--- config.mk ---
export PLATFORM = sky130hd
export DESIGN_NAME = eth_reg_arbiter
export DESIGN_NICKNAME = d
export VERILOG_FILES = /design/src/rtl/eth_reg_arbiter.sv
export SDC_FILE = /design/constraint.sdc
export NUM_CORES = 1
export LEC_CHECK = 0
export ABC_AREA = 1
export BUFFER_PORTS_ARGS = -buffer_cell sky130_fd_sc_hd__buf_2
export CAP_MARGIN = 30
export CORE_ASPECT_RATIO = 1.1
export CORE_MARGIN = 2
export CORE_UTILIZATION = 48
export DETAILED_ROUTE_END_ITERATION = 6
export GPL_TIMING_DRIVEN = 1
export HOLD_SLACK_MARGIN = 0.08
export PLACE_DENSITY = 0.81
export SLEW_MARGIN = 25
export SYNTH_ARGS = -nofsm -noshare
export SYNTH_HDL_FRONTEND = slang
export SYNTH_SLANG_ARGS = --single-unit
--- constraint.sdc ---
create_clock -name sysclk -period 2.75 [get_ports sysclk]
set_input_delay 0.4125 -clock sysclk [delete_from_list [all_inputs] [get_ports sysclk]]
set_output_delay 0.4125 -clock sysclk [all_outputs]
set_load 0.005 [all_outputs]
--- src/rtl/eth_reg_arbiter.sv ---
// Round-robin arbiter sharing one KSZ8851 register-access engine among NUM_REQ requesters.
// Commands are latched at grant; completion is detected from the engine state code, with a watchdog abort.
module eth_reg_arbiter #(
    parameter int NUM_REQ = 3,
    parameter int TIMEOUT = 1024,
    parameter int TW      = 11
) (
    input  logic                  sysclk,
    input  logic                  reset,
    input  logic                  init_mode,
    input  logic [NUM_REQ-1:0]    req,
    input  logic [NUM_REQ-1:0]    req_wr,
    input  logic [8*NUM_REQ-1:0]  req_offset,
    input  logic [NUM_REQ-1:0]    req_length,
    input  logic [16*NUM_REQ-1:0] req_wdata,
    output logic [NUM_REQ-1:0]    gnt,
    output logic [NUM_REQ-1:0]    done,
    output logic                  err,
    output logic [15:0]           rdata,
    output logic [7:0]            offset,
    output logic                  length,
    output logic                  WR,
    output logic [15:0]           writeData,
    output logic                  NewCommand,
    input  logic [3:0]            state,
    input  logic [15:0]           readData
);

    localparam int PW = (NUM_REQ > 1) ? $clog2(NUM_REQ) : 1;
    localparam logic [3:0] ENG_WAIT = 4'd9;
    localparam logic [NUM_REQ-1:0] INIT_MASK = {{(NUM_REQ-1){1'b0}}, 1'b1};

    typedef enum logic [1:0] {
        IDLE,
        ISSUE,
        BUSY
    } fsm_t;

    fsm_t                fsm_q, fsm_d;
    logic [NUM_REQ-1:0]  gnt_q, gnt_d;
    logic [NUM_REQ-1:0]  done_q, done_d;
    logic                err_q, err_d;
    logic [15:0]         rdata_q, rdata_d;
    logic [7:0]          offset_q, offset_d;
    logic                length_q, length_d;
    logic                wr_q, wr_d;
    logic [15:0]         wdata_q, wdata_d;
    logic                newCmd_q, newCmd_d;
    logic [PW-1:0]       rrPtr_q, rrPtr_d;
    logic [PW-1:0]       grantIdx_q, grantIdx_d;
    logic [TW-1:0]       timer_q, timer_d;

    logic [NUM_REQ-1:0]  eligible;
    logic                found;
    logic [PW-1:0]       winner;
    logic [PW:0]         searchIdx;
    logic                selWr;
    logic                selLength;
    logic [7:0]          selOffset;
    logic [15:0]         selWdata;
    logic                timerExpired;
    logic                complete;
    logic                abort;
    logic [PW-1:0]       nextPtr;

    // The requester currently seeing its done pulse sits out this arbitration round.
    always_comb begin
        eligible = req & ~done_q;
        if (init_mode) begin
            eligible = eligible & INIT_MASK;
        end
        found     = 1'b0;
        winner    = '0;
        searchIdx = '0;
        for (int k = 0; k < NUM_REQ; k++) begin
            searchIdx = {1'b0, rrPtr_q} + (PW+1)'(k);
            if (searchIdx >= (PW+1)'(NUM_REQ)) begin
                searchIdx = searchIdx - (PW+1)'(NUM_REQ);
            end
            if (!found && eligible[searchIdx[PW-1:0]]) begin
                found  = 1'b1;
                winner = searchIdx[PW-1:0];
            end
        end
    end

    always_comb begin
        selWr     = 1'b0;
        selLength = 1'b0;
        selOffset = '0;
        selWdata  = '0;
        for (int i = 0; i < NUM_REQ; i++) begin
            if (winner == PW'(i)) begin
                selWr     = req_wr[i];
                selLength = req_length[i];
                selOffset = req_offset[8*i +: 8];
                selWdata  = req_wdata[16*i +: 16];
            end
        end
    end

    assign timerExpired = (timer_q == TW'(TIMEOUT-1));
    assign nextPtr      = (grantIdx_q == PW'(NUM_REQ-1)) ? '0 : grantIdx_q + 1'b1;

    always_comb begin
        fsm_d      = fsm_q;
        gnt_d      = gnt_q;
        done_d     = '0;
        err_d      = 1'b0;
        rdata_d    = rdata_q;
        offset_d   = offset_q;
        length_d   = length_q;
        wr_d       = wr_q;
        wdata_d    = wdata_q;
        newCmd_d   = newCmd_q;
        rrPtr_d    = rrPtr_q;
        grantIdx_d = grantIdx_q;
        timer_d    = timer_q;
        complete   = 1'b0;
        abort      = 1'b0;

        unique case (fsm_q)
            IDLE: begin
                if (found) begin
                    grantIdx_d     = winner;
                    gnt_d          = '0;
                    gnt_d[winner]  = 1'b1;
                    wr_d           = selWr;
                    length_d       = selLength;
                    offset_d       = selOffset;
                    wdata_d        = selWr ? selWdata : 16'h0000;
                    newCmd_d       = 1'b1;
                    timer_d        = '0;
                    fsm_d          = ISSUE;
                end
            end
            ISSUE: begin
                if (state != ENG_WAIT) begin
                    newCmd_d = 1'b0;
                    timer_d  = '0;
                    fsm_d    = BUSY;
                end else if (timerExpired) begin
                    abort = 1'b1;
                end else begin
                    timer_d = timer_q + 1'b1;
                end
            end
            BUSY: begin
                if (state == ENG_WAIT) begin
                    complete = 1'b1;
                    if (!wr_q) begin
                        rdata_d = readData;
                    end
                end else if (timerExpired) begin
                    abort = 1'b1;
                end else begin
                    timer_d = timer_q + 1'b1;
                end
            end
            default: begin
                fsm_d = IDLE;
            end
        endcase

        // Normal completion and watchdog abort share the same release path; abort adds err.
        if (complete || abort) begin
            done_d   = gnt_q;
            err_d    = abort;
            gnt_d    = '0;
            newCmd_d = 1'b0;
            rrPtr_d  = nextPtr;
            fsm_d    = IDLE;
        end
    end

    always_ff @(posedge sysclk) begin
        if (reset) begin
            fsm_q      <= IDLE;
            gnt_q      <= '0;
            done_q     <= '0;
            err_q      <= 1'b0;
            rdata_q    <= '0;
            offset_q   <= '0;
            length_q   <= 1'b0;
            wr_q       <= 1'b0;
            wdata_q    <= '0;
            newCmd_q   <= 1'b0;
            rrPtr_q    <= '0;
            grantIdx_q <= '0;
            timer_q    <= '0;
        end else begin
            fsm_q      <= fsm_d;
            gnt_q      <= gnt_d;
            done_q     <= done_d;
            err_q      <= err_d;
            rdata_q    <= rdata_d;
            offset_q   <= offset_d;
            length_q   <= length_d;
            wr_q       <= wr_d;
            wdata_q    <= wdata_d;
            newCmd_q   <= newCmd_d;
            rrPtr_q    <= rrPtr_d;
            grantIdx_q <= grantIdx_d;
            timer_q    <= timer_d;
        end
    end

    assign gnt        = gnt_q;
    assign done       = done_q;
    assign err        = err_q;
    assign rdata      = rdata_q;
    assign offset     = offset_q;
    assign length     = length_q;
    assign WR         = wr_q;
    assign writeData  = wdata_q;
    assign NewCommand = newCmd_q;

endmodule

## Yosys cells after proc, flatten, opt, wreduce, memory -nomap -nowiden

Index checks and enable logic that the tools add are counted.

- Word-level logic and storage cells: 110
- Input port bits: 104
- Output and inout bits: 50
- Register bits: 67

- Reductions and logical operators: 17
- Equal/unequal tests: 11
- $lt $le $gt $ge: 8
- Add/subtract/negate cells: 7
- Bitwise operators: 5
- Mux-type cells: 49

Operators by type and width:

| kind | number |
|---|---|
| 16-bit 2-to-1 mux | 4 |
| 11-bit 2-to-1 mux | 4 |
| 11-bit one-hot mux with 3 select lines | 1 |
| 8-bit 2-to-1 mux | 3 |
| 1-bit 2-to-1 mux | 20 |
| 2-bit 2-to-1 mux | 9 |
| 2-bit by 3-bit < comparator with 1-bit output (second input constant) | 4 |
| 3-bit AND reduction | 4 |
| 11-bit by 1-bit adder with 11-bit output (second input constant) | 1 |
| 11-bit by 10-bit equality test with 1-bit output (second input constant) | 1 |
| 1-bit binary-select mux with 2-bit select | 3 |
| 2-bit equality test (second input constant) | 3 |
| 3-bit by 2-bit greater-or-equal comparator with 1-bit output (second input constant) | 2 |
| 2-bit != test (second input constant) | 3 |
| 2-bit one-hot mux with 3 select lines | 1 |
| 2-bit subtractor (second input constant) | 3 |
| 2-bit by 1-bit equality test with 1-bit output (second input constant) | 2 |
| 4-bit equality test (second input constant) | 1 |
| 2-bit zero test | 2 |
| 4-bit != test (second input constant) | 1 |
| 1-bit one-hot mux with 2 select lines | 2 |
| 2-bit OR reduction | 2 |
| 2-bit by 1-bit adder with 3-bit output (second input constant) | 1 |
| 2-bit by 2-bit adder with 3-bit output (second input constant) | 1 |
| 14 further kinds | 19 |

## Longest topological paths before layout

- Depth after elaboration: 17
- Depth in mapped cells: 17
- Mapped depth without buffers: 17

## Worst setup path after synthesis

OpenSTA, ideal clock, no wires.

- Path kind: reg2reg
- Start point: reg rrPtr_q[0]
- End point: reg wdata_q[5] (netlist: writeData[5])
- Path buffers: 2
- Cell stages (with the launch flop): 17
- Data arrival time: 1.919 ns
- Period minus slack after synthesis: 2.055 ns
- Slack: 0.695 ns
- Library setup time: 0.136 ns
- Cell sequence: dfxtp_1 inv_1 ha_1 inv_2 nand3_1 nand2_1 inv_2 nand2_2 nand3_1 nor2_1 nor2_2 buf_6 o21ai_4 nor2_4 buf_8 nand2_2 a21oi_2

- Word-level cells in the longest chain between the ends: 16
- Elaborated cells between the ends (all ways): 38

Ends and longest elaborated chain:

| element | RTL line | RTL |
|---|---|---|
| start: declaration | 49 | `logic [PW-1:0] rrPtr_q, rrPtr_d;` |
| start signal: assignment | 202 | `rrPtr_q <= rrPtr_d;` |
| branches (longest 16 deep; another with 2-bit by 1-bit adder with 3-bit output) | -- |  |
| end signal: assignment | 200 | `wdata_q <= wdata_d;` |
| end: declaration | 47 | `logic [15:0] wdata_q, wdata_d;` |

Several ways; the timed one is not identified. The select of a mux whose other input is x is not followed.
A chain may end at the register's enable or synchronous reset.

## Worst setup path in the final report

- Start point: reg rrPtr_q[0]
- End point: reg offset_q[5] (netlist: offset[5])

- Word-level cells in the longest chain between the ends: 15
- Elaborated cells between the ends (all ways): 34

Ends and longest elaborated chain:

| element | RTL line | RTL |
|---|---|---|
| branches (longest 15 deep; another with 2-bit by 1-bit adder with 3-bit output) | -- |  |
| end signal: assignment | 197 | `offset_q <= offset_d;` |
| end: declaration | 44 | `logic [7:0] offset_q, offset_d;` |

Several ways; the timed one is not identified. The select of a mux whose other input is x is not followed.

==> impl_results.md <==
* Synth cell count leaders: 119 x nand2_1, 67 x dfxtp_1, 64 x nand3_1, 55 x nor2_1, 54 x inv_1
* Busiest grt layer: met2
* Max_cap viols at 0
* Hold Path Class: input port to register
* Critical path startpoint category: register
* Top cell type by total area after synthesis: dfxtp_1
* Seq/Total Area, Yosys at 0.376
* Post-DRT Antenna Nets at 0
* Hold_ws at 0.344 ns
* Syn. warnings at 0
* Max transition margin at 0.614
* Slew Viols, Final at 0
* Worst-Skew Late Latency at 0.34 ns
* Total power at a little over 3 mW
* Setup Buffers After CTS at 0
* TritonCTS Buffers at 9
* Clk buf depth at 2
* DR iter-0 viols at 143
* H-tree depth at 3
* #FFs+latches synth at 67
* Fillers at 638
* RSZ-0062 raised after global routing: no
* Worst vdd ir at roughly 0.36 mV
* Port Buffers at about 150
* GPL Wtd Cong at 0.799
* CP max FO at 20
* Critical Path End Type: register
* Leak at 2.25 nW
* Syn nets at around 640
* Core area at 7130 sq um
* Storage element area at 1340 sq um
* Synthesized cell area at 3570 sq um
* Outcome: finished, final reports clean
* CTS tree: yes
* Largest net degree at the start of global routing at 35
* All-Layer GR Usage at 0.229
* Most common cell in the synthesized netlist: nand2_1
* Least-Margin Pin Slew at 0.578 ns
* Starting Density at 0.501
* TritonRoute pass-1 iters at 5
* Multi-input combinational cell area at 1890 sq um
* Post-route insts no fill at 760
* Die Wd at 86.2 um
* FMAX at 413 MHz
* Met3 Use GR at 0.0647
* Row count at 32
* Synth async-reset ratio at 0
* # clock sinks at 67
* Synth Instances at between 500 and 600
* First-pass GRT wire length at 15.1 mm
* Period minus WS final at between 2 and 2.5 ns
* Proportion of layout cells with a drive suffix above 1 at 0.326
* Final nets at 783
* EDFF count, synth at 0
* Layout Skew at roughly 0.013 ns
* Dpl cell area at approximately 4400 sq um
* DP HPWL at 7.16 mm
* Vias in the first global route at 3623
* Setup violators final at 0
* Antenna violations before repair at 0
* R2R Setup Slk at 0.33 ns
* Grt met2 use at 0.415
* Area of the die at 8140 sq um
* Layout area overhead at 28.2%
* Diode count at 0
* Placed Instances at roughly 740
* GR Util met1 at 0.251
* Syn avg cell area at around 6.8 sq um
* Total negative slack at 0 ns
* Final instance area at 4580 sq um
* DRC violations left at 0
* Total routed wirelength at 9.36 mm
* Die H at 94.4 um
* Clock slew at reported path FFs at about 0.09 ns
* Worst Path Required at 3.03 ns
* I/O pin cnt at 154
* Cell Pwr Density at 678 nW/um^2
* Worst path arrival time at 2.70 ns
* Dominant synthesized flop cell: dfxtp_1
* Via count at 3818
* CTS resizes at 0
* Kind of critical path: register to register
* CTS hold repair buffers at 0
* DR vias/cell at 5.02
* Grt ovf at 0
* Final hold violation count at 0
* Post-synth top area share at 0.376
* Synth area leaders: dfxtp_1 38%, nand2_1 13%, nand3_1 9.0%
* Part of the cycle the worst path needs at 0.879
* Synth cell types at 34
* Root Buffer: clkbuf_8
* Wire per inst at 12.3 um
-- area by class of cell --
cell class | count | area share
clock buffer | 9 | 0.0271
clock inverter | 7 | 0.0178
inverter | 60 | 0.0492
multi-input combinational | 374 | 0.414
sequential | 67 | 0.293
tap | 85 | 0.0232
timing repair buffer | 158 | 0.176
-- through the flow --
step / setup WS, ns / util
2_1_floorplan: 0.695 / -
3_3_place_gp: 0.461 / 0.613
3_5_place_dp: 0.351 / 0.613
4_1_cts: 0.335 / 0.642
5_1_grt: 0.00137 / 0.642
6_report: 0.332 / 0.642
-- placed cells by master (no fill, tap or decap), types with 2 or more instances in the layout --
master / count
o21ai_0: 29
nand2_2: 14
nand3_1: 64
buf_4: 5
a21oi_1: 33
xor2_1: 3
ha_1: 9
nor3_1: 3
nand2_1: 119
o22ai_1: 2
nor2_2: 3
dfxtp_1: 67
a21oi_2: 10
nand2_4: 2
inv_6: 4
nor2_4: 4
nand4_1: 3
clkbuf_8: 9
a211oi_1: 8
buf_2: 153
nor2_1: 55
inv_1: 54
or2_2: 5
inv_2: 5
-- power breakdown --
| part | switching, mW | internal, mW |
|---|---|---|
| logic | 0.631 | 0.405 |
| registers | 0.0950 | 1.12 |
| clock network | 0.417 | 0.433 |
| total | 1.14 | 1.96 |
-- metal layers --
metal,vias up,share of wire
li1,1970,-
met1,1682,0.40
met2,149,0.51
met3,17,0.071
met4,0,0.020
met5,-,0
-- state kept, by name, indices dropped and copies added (netlist names), 2 cells and up --
signal      count
gnt             3
offset          8
timer_q        11
fsm_q           2
rdata          16
grantIdx_q      2
writeData      16
done            3
rrPtr_q         2
-- kinds of logic after synthesis --
group,share of synthesized area
adder cells (fa/ha/maj),0.0315
XOR/XNOR,0.00982
AO/OA/AOI/OAI,0.146
AND/OR/NAND/NOR,0.343
flip-flops,0.376
buffers and inverters,0.0936
-- worst paths after layout --
| path | depth (start not counted) | start | to |
|---|---|---|---|
| max reg2reg | 15 | rrPtr_q[0] | offset[5] |
| min reg2reg | 2 | rdata[1] | rdata[1] |
| max | 15 | rrPtr_q[0] | offset[5] |
| min | 3 | readData[11] | rdata[11] |
-- worst max-delay path, stage by stage, from the launching register on --
cell and delay, ns:
dfxtp_1 0.34, inv_1 0.07, ha_1 0.38, inv_2 0.11
nand3_1 0.08, nand2_1 0.11, nor2_1 0.07, nand3_1 0.06
nand2_1 0.08, inv_1 0.09, nand2_2 0.25, nor2_4 0.36
nand2_1 0.09, nand3_1 0.08, nand2_1 0.05, a21oi_1 0.11
(Power assumes the default switching activity.)
